## src/rtl/sap_microsequencer.sv

```systemverilog
// SAP-1 style microsequencer: decodes the IR opcode into a 16-bit control word per T-state,
// stepping on the falling edge so the word is settled before each datapath rising edge.
module sap_microsequencer #(
  parameter bit VARIABLE_LEN = 1'b1,
  parameter bit STEP_EN      = 1'b1
) (
  input  logic        clk,
  input  logic        rst,
  input  logic [3:0]  opcode,
  input  logic        carry,
  input  logic        zero,
  input  logic        run,
  input  logic        step,
  output logic [15:0] out,
  output logic [2:0]  stage,
  output logic        halted,
  output logic        instr_end
);

  localparam logic [2:0] T0 = 3'd0;
  localparam logic [2:0] T1 = 3'd1;
  localparam logic [2:0] T2 = 3'd2;
  localparam logic [2:0] T3 = 3'd3;
  localparam logic [2:0] T4 = 3'd4;
  localparam logic [2:0] T5 = 3'd5;

  localparam logic [3:0] OP_LDA = 4'b0000;
  localparam logic [3:0] OP_ADD = 4'b0001;
  localparam logic [3:0] OP_SUB = 4'b0010;
  localparam logic [3:0] OP_STA = 4'b0011;
  localparam logic [3:0] OP_LDI = 4'b0100;
  localparam logic [3:0] OP_JMP = 4'b0101;
  localparam logic [3:0] OP_JC  = 4'b0110;
  localparam logic [3:0] OP_JZ  = 4'b0111;
  localparam logic [3:0] OP_OUT = 4'b1110;
  localparam logic [3:0] OP_HLT = 4'b1111;

  localparam logic [15:0] HLT        = 16'h8000;
  localparam logic [15:0] PC_INC     = 16'h4000;
  localparam logic [15:0] PC_EN      = 16'h2000;
  localparam logic [15:0] PC_LOAD    = 16'h1000;
  localparam logic [15:0] MEM_LOAD   = 16'h0800;
  localparam logic [15:0] MEM_EN     = 16'h0400;
  localparam logic [15:0] IR_LOAD    = 16'h0200;
  localparam logic [15:0] IR_EN      = 16'h0100;
  localparam logic [15:0] A_LOAD     = 16'h0080;
  localparam logic [15:0] A_EN       = 16'h0040;
  localparam logic [15:0] B_LOAD     = 16'h0020;
  localparam logic [15:0] ALU_SUB    = 16'h0010;
  localparam logic [15:0] ALU_EN     = 16'h0008;
  localparam logic [15:0] OUT_LOAD   = 16'h0004;
  localparam logic [15:0] FLAGS_LOAD = 16'h0002;
  localparam logic [15:0] RAM_WE     = 16'h0001;

  logic [2:0] stage_q, stage_d;
  logic       halted_q, halted_d;
  logic       step_q;
  logic [2:0] last_stage;
  logic       at_last;
  logic       adv;

  always_comb begin
    last_stage = T2;
    unique case (opcode)
      OP_LDA, OP_STA:                                 last_stage = T4;
      OP_ADD, OP_SUB:                                 last_stage = T5;
      OP_LDI, OP_JMP, OP_JC, OP_JZ, OP_OUT, OP_HLT:   last_stage = T3;
      default:                                        last_stage = T2;
    endcase
  end

  assign at_last = VARIABLE_LEN ? (stage_q == last_stage) : (stage_q == T5);

  // A held step only counts on its rising edge; run and a step edge together still advance once.
  assign adv = STEP_EN ? (run | (step & ~step_q)) : 1'b1;

  always_comb begin
    stage_d  = stage_q;
    halted_d = halted_q;
    if (adv && !halted_q) begin
      if (stage_q == T3 && opcode == OP_HLT) begin
        halted_d = 1'b1;
      end else if (at_last) begin
        stage_d = T0;
      end else begin
        stage_d = stage_q + 3'd1;
      end
    end
  end

  always_ff @(negedge clk or posedge rst) begin
    if (rst) begin
      stage_q  <= T0;
      halted_q <= 1'b0;
      step_q   <= 1'b0;
    end else begin
      stage_q  <= stage_d;
      halted_q <= halted_d;
      step_q   <= step;
    end
  end

  // Stages beyond an opcode's last active stage decode to zero, which gives legacy padding.
  always_comb begin
    out = 16'h0000;
    if (halted_q) begin
      out = HLT;
    end else begin
      unique case (stage_q)
        T0: out = PC_EN | MEM_LOAD;
        T1: out = MEM_EN | IR_LOAD;
        T2: out = PC_INC;
        T3: begin
          unique case (opcode)
            OP_LDA, OP_ADD, OP_SUB, OP_STA: out = IR_EN | MEM_LOAD;
            OP_LDI:                         out = IR_EN | A_LOAD;
            OP_JMP:                         out = IR_EN | PC_LOAD;
            OP_JC:                          out = IR_EN | (carry ? PC_LOAD : 16'h0000);
            OP_JZ:                          out = IR_EN | (zero ? PC_LOAD : 16'h0000);
            OP_OUT:                         out = A_EN | OUT_LOAD;
            OP_HLT:                         out = HLT;
            default:                        out = 16'h0000;
          endcase
        end
        T4: begin
          unique case (opcode)
            OP_LDA:         out = MEM_EN | A_LOAD;
            OP_ADD, OP_SUB: out = MEM_EN | B_LOAD;
            OP_STA:         out = A_EN | RAM_WE;
            default:        out = 16'h0000;
          endcase
        end
        T5: begin
          unique case (opcode)
            OP_ADD:  out = ALU_EN | A_LOAD | FLAGS_LOAD;
            OP_SUB:  out = ALU_EN | A_LOAD | FLAGS_LOAD | ALU_SUB;
            default: out = 16'h0000;
          endcase
        end
        default: out = 16'h0000;
      endcase
    end
  end

  assign stage     = stage_q;
  assign halted    = halted_q;
  assign instr_end = at_last & ~halted_q;

endmodule

```

## config.mk

```make
export PLATFORM = sky130hd
export DESIGN_NAME = sap_microsequencer
export DESIGN_NICKNAME = d
export VERILOG_FILES = /design/src/rtl/sap_microsequencer.sv
export SDC_FILE = /design/constraint.sdc
export NUM_CORES = 1
export LEC_CHECK = 0
export ABC_AREA = 1
export CORE_AREA = 8 8 52 54
export DETAILED_ROUTE_END_ITERATION = 10
export DIE_AREA = 0 0 60 62
export PLACE_DENSITY = 0.72
export SYNTH_ARGS = -nofsm -noshare
export SYNTH_HDL_FRONTEND = slang
export SYNTH_SLANG_ARGS = --single-unit
```

## constraint.sdc

```tcl
create_clock -name clk -period 1.72 [get_ports clk]
set_clock_uncertainty 0.1 [all_clocks]
set_input_delay 0.516 -clock clk [delete_from_list [all_inputs] [get_ports clk]]
set_output_delay 0.516 -clock clk [all_outputs]
set_load 0.005 [all_outputs]
```

**Yosys cells after proc, flatten, opt, wreduce, memory -nomap -nowiden**

Memories as Yosys holds them, arrays and structs flattened.
Index checks and enable logic that the tools add are counted.

- Reductions and logical operators: 9
- Bitwise gates (word level): 6
- Mux-type cells: 8
- Equal/unequal tests: 15
- $add $sub $neg: 1

Operators with widths:

| kind | number |
|---|---|
| case mux 16 bit (7 select lines) | 1 |
| case mux 16 bit (6 select lines) | 1 |
| case mux 11 bit (3 select lines) | 1 |
| 2-to-1 mux 13 bit | 2 |
| == test 4 x 3 -> 1 bit (second input constant) | 4 |
| 2-to-1 mux 16 bit | 1 |
| case mux 8 bit (2 select lines) | 1 |
| == test 4 x 2 -> 1 bit (second input constant) | 2 |
| == test 4 bit (second input constant) | 2 |
| == test 3 x 2 -> 1 bit (second input constant) | 2 |
| == test 3 bit (second input constant) | 2 |
| == test 4 x 1 -> 1 bit (second input constant) | 1 |
| zero test 4 bit | 1 |
| AND reduction 2 bit | 2 |
| OR reduction 4 bit | 1 |
| adder 3 x 1 -> 3 bit (second input constant) | 1 |
| == test 3 x 1 -> 1 bit (second input constant) | 1 |
| == test 3 bit | 1 |
| zero test 3 bit | 1 |
| 2-to-1 mux 3 bit | 1 |
| NOT 1 bit | 3 |
| bitwise AND 1 bit | 2 |
| logical AND 1 bit | 2 |
| OR reduction 2 bit | 1 |
| other kinds (2) | 2 |

- Memories: 1
- Input bits: 10
- Output and inout port bits: 21
- Flip-flop bits (word level): 5
- Memory bits (read-only): 48

Memories:

| name | words | width | read ports | clocked after memory_dff | write ports | line | source |
|---|---|---|---|---|---|---|---|
| (name not given) | 16 | 3 | 1 | 0 | 0 | 64 | `unique case (opcode)` |

**Longest topological paths before layout**

Gate-level depths: netlist of the first run.

- Depth in word-level cells: 5
- Gate-level depth with buffers: 9
- Gate-level depth less buffers: 9

==> impl_results.md, run 1 <==
* Crit-path slowest cell: dfrtn_1
* Max-cap violations at 0
* Layout cells sized above 1 at 0.661
* Cts hold-fix bufs at 0
* Via count at between 1000 and 1500
* Leakage at roughly 0.8 nW
* Top cell type's share of synthesized area at 0.194
* Setup crit end kind: output pin
* Flops & latches, synth at 5
* Critical Path RT at between 1 and 1.5 ns
* Mapped Avg Cell Area at between 6 and 7 sq um
* Effective utilization at floorplan at 0.339
* Skew-Pair Late Insertion Delay at around 0.28 ns
* Setup ws final at -1.46 ns
* DR pass1 iterations at 4
* Cell count after synthesis at 106
* Max Slew Vio Count at 0
* Critical path arrival at between 2 and 3 ns
* DR iter-0 viols at 48
* Seq/Total Area, Yosys at 0.194
* Port Buffers at 30
* CTS tree: built
* Clock sink count at 5
* Cell area after layout at between 1500 and 2000 sq um
* Detail Placement HPWL at between 2000 and 2500 um
* Final hold violation count at 0
* Crit-path leading delay family: flip-flops
* Routed wire length at between 3000 and 4000 um
* RSZ-0062 raised after global routing: true
* Most used cell, CP: ha_4
* First-pass GRT wire length at around 5200 um
* Chip Width at ~60 um
* Power per cell area at 252 nW/um^2
* GRT Residual Overflow at 0
* Synth top area cells: dfrtn_1, nand2_1, ha_1, nor2_1, inv_1
* Vias in the first global route at about 1100
* Library cells used by synthesis at 17
* Most common cell after layout, fill and taps aside: buf_4
* # IOs at 31
* Largest net degree at the start of global routing at 7
* Vias per std cell at approximately 5.2
* Area growth syn-to-layout at 141%
* Gr usage total at 0.183
* Violated checks: setup timing
* Critical path type: flop to output pin
* Worst hold slack at 0.534 ns
* Buf+Inv Stages, Crit Path at 2
* Initial antenna violation count at 0
* Max_slew headroom at 0.804
* DP Worst Slack at -1.41 ns
* Placed cell area at around 1200 sq um
* Root cell of the clock tree: clkbuf_4
* Final ANT Viol Nets at 0
* Tot Pwr at between 0.3 and 0.4 mW
* Synth warn at 0
* Placer Congestion at 0.936
* Mapped Nets at approximately 130
* Largest area contributor in the netlist: dfrtn_1
* Crit start category: flop
* Worst-path maximum fanout at 4
* Core area at between 1500 and 2000 sq um
* Final routed DRC violation total at 0
* Placed Cells at between 150 and 200
* Die ar. at 3720 sq um
* Outcome: finished, violations left
* Row cnt at 16
* Util after Layout at 0.818
* Routed WL per cell at 19.1 um
* Hold crit path type: flop to flop
* DIE HEIGHT at roughly 62 um
* H-tree depth at 1
* Worst path cell trace: buf_6 > ha_4 > ha_4 > nand4_1 > o21ai_1 > buf_2
* Most frequent cells in the layout: buf_4, buf_6, nand2_1
* Setup TNS Final at -27.13 ns
* Antenna Cells at 0
* Peak supply drop at ~0.00050 V
* CTS clk-pin slew, worst paths at approximately 0.040 ns
* CTS Buf Count at 3
* Maximum clock path buffer count at 2
* Worst slew pin tran at around 0.29 ns
* Finished Layout Cells at approximately 210
* Nets@finish at 200
* CP max stage delay at 0.49 ns
* # setup viols final at 25
* Post-Synthesis Cell Area at around 640 sq um
==> path summary, 6_finish.rpt <==
| kind | startpoint | end | cells past startpoint | slack, ns |
|---|---|---|---|---|
| worst max register to register | stage[1]$_DFFE_NP0P_ | stage[2]$_DFFE_NP0P_ | 9 | -0.09 |
| max in group asynchronous | rst | stage[0]$_DFFE_NP0P_ | 2 | 0.21 |
| worst max-delay path | stage[1]$_DFFE_NP0P_ | out[15] | 6 | -1.46 |
| min in group asynchronous | rst | step_q$_DFF_NP0_ | 2 | 1.09 |
| worst min register to register | step_q$_DFF_NP0_ | halted$_DFFE_NP0P_ | 5 | 0.53 |
| worst min-delay path | step_q$_DFF_NP0_ | halted$_DFFE_NP0P_ | 5 | 0.53 |
==> registers in the layout, indices dropped and copies added, names as in the netlist <==
name and count:
stage 3, halted 1, step_q 1
==> worst min-delay path: stages (launching register included) <==
cell	delay, ns
dfrtn_1	0.32
inv_1	0.07
nand2_1	0.09
nand2_4	0.09
inv_2	0.04
o21ai_1	0.11
==> metal layers <==
layer / vias to the layer above / part of all wire / global-route usage
met4: 0 / 0.024 / 0.102
met2: 58 / 0.53 / 0.352
li1: 482 / - / -
met1: 518 / 0.38 / 0.176
met3: 10 / 0.071 / 0.0432
met5: - / 0 / 0
==> cell families after synthesis <==
group | count (synthesis) | synth area share
AND/OR/NAND/NOR | 65 | 0.437
buffers and inverters | 19 | 0.117
adder cells (fa/ha/maj) | 9 | 0.175
AO/OA/AOI/OAI | 8 | 0.0777
flip-flops | 5 | 0.194
==> cell type report <==
type	count	area, sq um
tap	27	33.8
clock buffer	4	26.3
multi-input combinational	82	658
inverter	18	95.1
fill	102	347
timing repair buffer	71	617
sequential	5	125
==> where the power goes <==
part	internal, mW	total (mW)	switching [mW]
Clock	0.0890	0.158	0.0693
Sequential	0.120	0.120	0.000257
Combinational	0.0564	0.113	0.0570
Total	0.265	0.392	0.127
==> cells in the mapped netlist (all sizes together) <==
library cell,number
inv,18
a211oi,1
o22ai,2
a21oi,2
nor3,2
nor2,18
ha,9
buf,1
dfrtn,5
nand3,10
nand2,33
nand4,2
o21ai,3
==> what timing repair did <==
action	4_1_cts	5_1_grt
resized for setup	141	36
pin swaps	14	20
endpoints found under the setup margin	26	25
setup buffers	15	9
No activity file was read; power rests on OpenSTA's default activity.
==> run 2: changes to the inputs <==
Settings changed: CORE_AREA 8 8 52 54 to 10 10 54 56, DIE_AREA 0 0 60 62 to 0 0 64 66.
==> run 2 against run 1 <==
  * The run still ends with setup timing left
  * Critical path depth stayed put
  * Die area is 14% higher
  * Worst hold slack better by 0.053 ns
  * Non-clock buffer count is 2 higher
  * Global-route usage is 3.7 points lower
  * Clock-buffer cell count stayed put
  * Setup slack better by 0.13 ns
  * Critical endpoint unchanged
==> impl_results.md, run 2 (synthesis gave the netlist of run 1 again) <==
* Net Sw Power at around 0.11 mW
* Max_slew headroom at 0.773
* GRT Residual Overflow at 0
* # setup viols final at 25
* Hold crit path type: flop to flop
* H-tree depth at 1
* # IOs at 31
* Outcome: finished, violations left
* Routed wire length at 3360 um
* Violated checks: setup timing
* DIE HEIGHT at between 60 and 70 um
* Via count at roughly 1000
* RR Startpoint: stage[0]$_DFFE_NP0P_
* Setup ws final at -1.33 ns
* Skew-Pair Late Insertion Delay at between 0.2 and 0.3 ns
* Max-cap violations at 0
* Gr usage total at 0.146
* Net Sw Frac at 0.294
* Fillers at between 100 and 150
* Root cell of the clock tree: clkbuf_4
* Max reg flops at 3
* Cell Int Power at around 0.26 mW
* Final ANT Viol Nets at 0
* Placed cell area at 1250 sq um
* Core area at roughly 1900 sq um
* Comb power frac at 0.291
* Util after Layout at 0.807
* Critical path type: flop to output pin
* Clock Power Share at 0.388
* R2R depth at 10
* Port Buffers at 30
* Worst slew pin tran at about 0.34 ns
* Vias in the first global route at around 1000
* Row cnt at 16
* Most common cell after layout, fill and taps aside: buf_4
* Critical Path RT at about 1.1 ns
* Final routed DRC violation total at 0
* Effective utilization at floorplan at 0.339
* Vias per std cell at roughly 5
* Largest net degree at the start of global routing at 7
* Placed Cells at 187
* Max Slew Vio Count at 0
* Setup crit end kind: output pin
* Routed WL per cell at 16.1 um
* Chip Width at 64 um
* Finished Layout Cells at between 200 and 250
* Most frequent cells in the layout: buf_4, nand2_1, buf_6
* Detail Placement HPWL at roughly 2000 um
* Tot Pwr at approximately 0.37 mW
* Antenna Cells at 0
* Maximum clock path buffer count at 2
* Nets@finish at approximately 200
* Worst Setup EP: out[15]
* Area growth syn-to-layout at 138%
* Cts hold-fix bufs at 0
* Worst-path maximum fanout at 4
* Leakage at between 0.8 and 0.9 nW
* FF-to-FF setup slack at -0.08 ns
* Final hold violation count at 0
* RSZ-0062 raised after global routing: true
* Initial antenna violation count at 0
* Power per cell area at around 240 nW/um^2
* CTS clk-pin slew, worst paths at ~0.04 ns
* Register share of total power at 0.321
* Crit path launch: stage[0]$_DFFE_NP0P_
* Clock sink count at 5
* DR iter-0 viols at 45
* Critical R2R Capture: stage[2]$_DFFE_NP0P_
* CTS tree: built
* DR pass1 iterations at 4
* CTS Buf Count at 3
* Layout cells sized above 1 at 0.615
* Critical path arrival at ~2.4 ns
* Cell area after layout at about 1500 sq um
* Die ar. at roughly 4200 sq um
* Peak supply drop at between 0.0002 and 0.00025 V
* Crit start category: flop
* First-pass GRT wire length at ~5000 um
* Placer Congestion at roughly 0.93
-- run 2: cell types whose count changed in the layout (fill, tap and decap cells not counted), moves of 2 or more --
| cell | delta |
|---|---|
| buf_4 | +3 |
| dlygate4sd2_1 | +2 |
| inv_1 | +2 |
| nand2_1 | +4 |
| nand2_2 | -3 |
| nand3_2 | -2 |
| nand3_4 | +2 |
| nor2_1 | +2 |
| nor2_2 | -2 |
-- run 2: metrics by stage --
step | setup TNS [ns] | worst slack (ns) | hold WS (ns)
floorplan | -16.70 | -0.943 | 0.437
finish | -26.52 | -1.33 | 0.587
global route | -28.16 | -1.44 | 0.621
global placement | -30.25 | -1.36 | 0.473
detailed placement | -31.12 | -1.39 | 0.479
CTS | -25.28 | -1.26 | 0.494
-- run 2: power groups by stage --
stage                     clock (mW)  combinational, mW  sequential [mW]
final                          0.145              0.109            0.120
after global routing           0.158              0.116            0.120
after CTS                      0.142             0.0996            0.120
after detailed placement           0             0.0943            0.122
after global placement             0             0.0922            0.122
after floorplan                    0             0.0342            0.122
-- run 2: critical path, cell delays in order (launching register included) --
cell	delay, ns
dfrtn_1	0.43
buf_6	0.12
ha_4	0.15
ha_4	0.17
nand4_1	0.12
o21ai_1	0.18
buf_2	0.14
-- run 2: worst min-delay path by stage --
stage | startpoint | end | slack (ns) | cells past startpoint
after floorplan | stage[0]$_DFFE_NP0P_ | stage[0]$_DFFE_NP0P_ | 0.44 | 3
after CTS | step_q$_DFF_NP0_ | halted$_DFFE_NP0P_ | 0.49 | 5
after global placement | step_q$_DFF_NP0_ | halted$_DFFE_NP0P_ | 0.47 | 5
after global routing | step_q$_DFF_NP0_ | halted$_DFFE_NP0P_ | 0.62 | 5
after detailed placement | step_q$_DFF_NP0_ | halted$_DFFE_NP0P_ | 0.48 | 5
final | step_q$_DFF_NP0_ | halted$_DFFE_NP0P_ | 0.59 | 5
-- run 2: area by class of cell --
type	count	area, sq um	share of cell area
Multi-Input combinational cell	82	647	0.422
Timing Repair Buffer	73	614	0.400
Sequential cell	5	125	0.0816
Inverter	18	87.6	0.0571
Tap cell	27	33.8	0.0220
Clock buffer	4	26.3	0.0171
-- run 2: timing repair --
item,CTS,global route
gates resized for setup,138,15
buffers inserted,14,5
pin swaps,16,6
setup endpoints to repair,26,25
-- run 2: metal layers --
metal,vias up,global-route usage,share of wire,wire length (um)
li1,488,-,-,-
met1,485,0.132,0.35,1190
met2,45,0.302,0.54,1820
met3,12,0.0424,0.070,234
met4,0,0.0437,0.033,111
met5,-,0,0,0
==> run 3: changes to the inputs <==
Settings changed: CELL_PAD_IN_SITES_DETAIL_PLACEMENT from default to 2, CELL_PAD_IN_SITES_GLOBAL_PLACEMENT from default to 2, CORE_AREA 10 10 54 56 to 10 10 73 75, DIE_AREA 0 0 64 66 to 0 0 83 85, PLACE_DENSITY 0.72 to default, PLACE_DENSITY_LB_ADDON from default to 0.1.
==> run 3 against run 2 <==
  * The run still ends with setup timing left
  * Via count rose by 4.6%
  * Power rose by 29%
  * Register-to-register slack got worse by 0.49 ns
  * Clock-buffer cell count did not move
  * Core utilization fell by 35 points
  * Global-route usage fell by 2.7 points
  * Combinational power rose by 6%
  * Non-clock buffer count rose by 12
  * Routed wire length rose by 50%
  * Cell area rose by 17%
  * Sequential power barely moved
==> impl_results.md, run 3 (synthesis gave the netlist of run 1 again) <==
* Outcome: finished, violations left
* Violated checks: setup timing
* Die ar. at around 7000 sq um
* Setup crit end kind: output pin
* Max Slew Vio Count at 0
* Hold crit path type: flop to flop
* Vias per std cell at between 4 and 5
* Power per cell area at 270 nW/um^2
* Final routed DRC violation total at 0
* DP Worst Slack at -1.48 ns
* Routed wire length at about 5000 um
* Leakage at about 0.89 nW
* Met1 usage at 0.146
* DR pass1 iterations at 4
* Max-cap violations at 0
* Critical path arrival at about 2.6 ns
* H-tree depth at 1
* Chip Width at between 80 and 90 um
* Crit-path slowest cell: dfrtn_1
* Routed WL per cell at just over 20 um
* Effective utilization at floorplan at 0.165
* GR peak layer: met2
* Most common cell after layout, fill and taps aside: buf_6
* Max_slew headroom at 0.721
* Largest net degree at the start of global routing at 8
* First-pass GRT wire length at 6940 um
* RSZ-0062 raised after global routing: true
* Worst-path maximum fanout at 4
* Final hold violation count at 0
* Maximum clock path buffer count at 2
* Critical path type: flop to output pin
* Setup ws final at -1.46 ns
* # IOs at 31
* Critical Path RT at ~1.1 ns
* Final ANT Viol Nets at 0
* Clock sink count at 5
* Max reg flops at 3
* Port Buffers at 30
* Core area at between 3000 and 4000 sq um
* Placer Congestion at approximately 0.76
* Met3 usage at 0.0335
* Initial antenna violation count at 0
* Antenna Cells at 0
* Most used cell, CP: ha_4
* Root cell of the clock tree: clkbuf_8
* Via count at between 1000 and 1500
* CTS clk-pin slew, worst paths at 0.04 ns
* DR iter-0 viols at 27
* Crit start category: flop
* Met2 Track Usage GR at 0.202
* Skew-Pair Late Insertion Delay at ~0.26 ns
* CTS Buf Count at 3
* Gr usage total at 0.120
* Placed Cells at 210
* Row cnt at 23
* # setup viols final at 25
* Worst path cell trace: buf_6 > ha_4 > ha_4 > nand4_1 > o21ai_1 > buf_2
* Detail Placement HPWL at approximately 2700 um
* Finished Layout Cells at ~240
* DIE HEIGHT at around 85 um
* Most frequent cells in the layout: buf_6, buf_4, buf_2
* Vias in the first global route at 1209
* CTS tree: built
* Area growth syn-to-layout at 177%
* Nets@finish at 214
* Peak supply drop at roughly 0.00021 V
* GRT Residual Overflow at 0
* Worst slew pin tran at approximately 0.42 ns
* Worst hold slack at roughly 0.56 ns
* Cts hold-fix bufs at 0
* CP max stage delay at slightly above 0.5 ns
* Layout cells sized above 1 at 0.716
run 3: area by class of cell:
cell class                 count  area, sq um
clock buffer                   4         45.0
fill                         437         2130
inverter                      18          100
multi-input combinational     82          711
sequential                     5          125
tap                           50         62.6
timing repair buffer          85          744
run 3: routing by layer:
| metal | routed length, um | up-vias |
|---|---|---|
| met2 | 2630 | 26 |
| met4 | 82 | 0 |
| met3 | 151 | 4 |
| met1 | 2160 | 540 |
| li1 | - | 507 |
| met5 | 0 | - |
run 3: power breakdown:
| group | internal [mW] | leakage (nW) | switching, mW |
|---|---|---|---|
| clock | 0.161 | 0.0228 | 0.0836 |
| combinational | 0.0537 | 0.809 | 0.0627 |
| sequential | 0.120 | 0.0623 | 0.000432 |
run 3: repair_timing:
item,4_1_cts,5_1_grt
gates resized for setup,158,45
gates cloned,0,0
setup buffers,28,12
endpoints found under the setup margin,26,25
pin swaps,21,17
run 3: stage by stage:
| step | util | instance area [sq um] | setup TNS, ns | power (mW) |
|---|---|---|---|---|
| 2_1_floorplan | - | 723 | -16.70 | 0.156 |
| 3_3_place_gp | 0.327 | 1280 | -31.58 | 0.216 |
| 3_5_place_dp | 0.327 | 1280 | -32.75 | 0.219 |
| 4_1_cts | 0.419 | 1640 | -27.14 | 0.458 |
| 5_1_grt | 0.457 | 1790 | -31.14 | 0.508 |
| 6_report | 0.457 | 1790 | -29.55 | 0.482 |
run 3: path summary, 6_finish.rpt:
| check | from | to | slack (ns) | cells after the start |
|---|---|---|---|---|
| worst min-delay path | halted$_DFFE_NP0P_ | halted$_DFFE_NP0P_ | 0.56 | 3 |
| worst min register to register | halted$_DFFE_NP0P_ | halted$_DFFE_NP0P_ | 0.56 | 3 |
| worst max register to register | stage[1]$_DFFE_NP0P_ | stage[1]$_DFFE_NP0P_ | -0.57 | 15 |
| max in group asynchronous | rst | stage[2]$_DFFE_NP0P_ | 0.08 | 2 |
| worst max-delay path | stage[1]$_DFFE_NP0P_ | out[15] | -1.46 | 6 |
| min in group asynchronous | rst | stage[1]$_DFFE_NP0P_ | 1.17 | 2 |
run 3: critical path, delay by kind of cell (launching register included):
family | cells | cell delay (ns)
buf+inv | 2 | 0.29
compound gates | 1 | 0.21
flops | 1 | 0.51
fa+ha+maj | 2 | 0.29
simple gates | 1 | 0.14
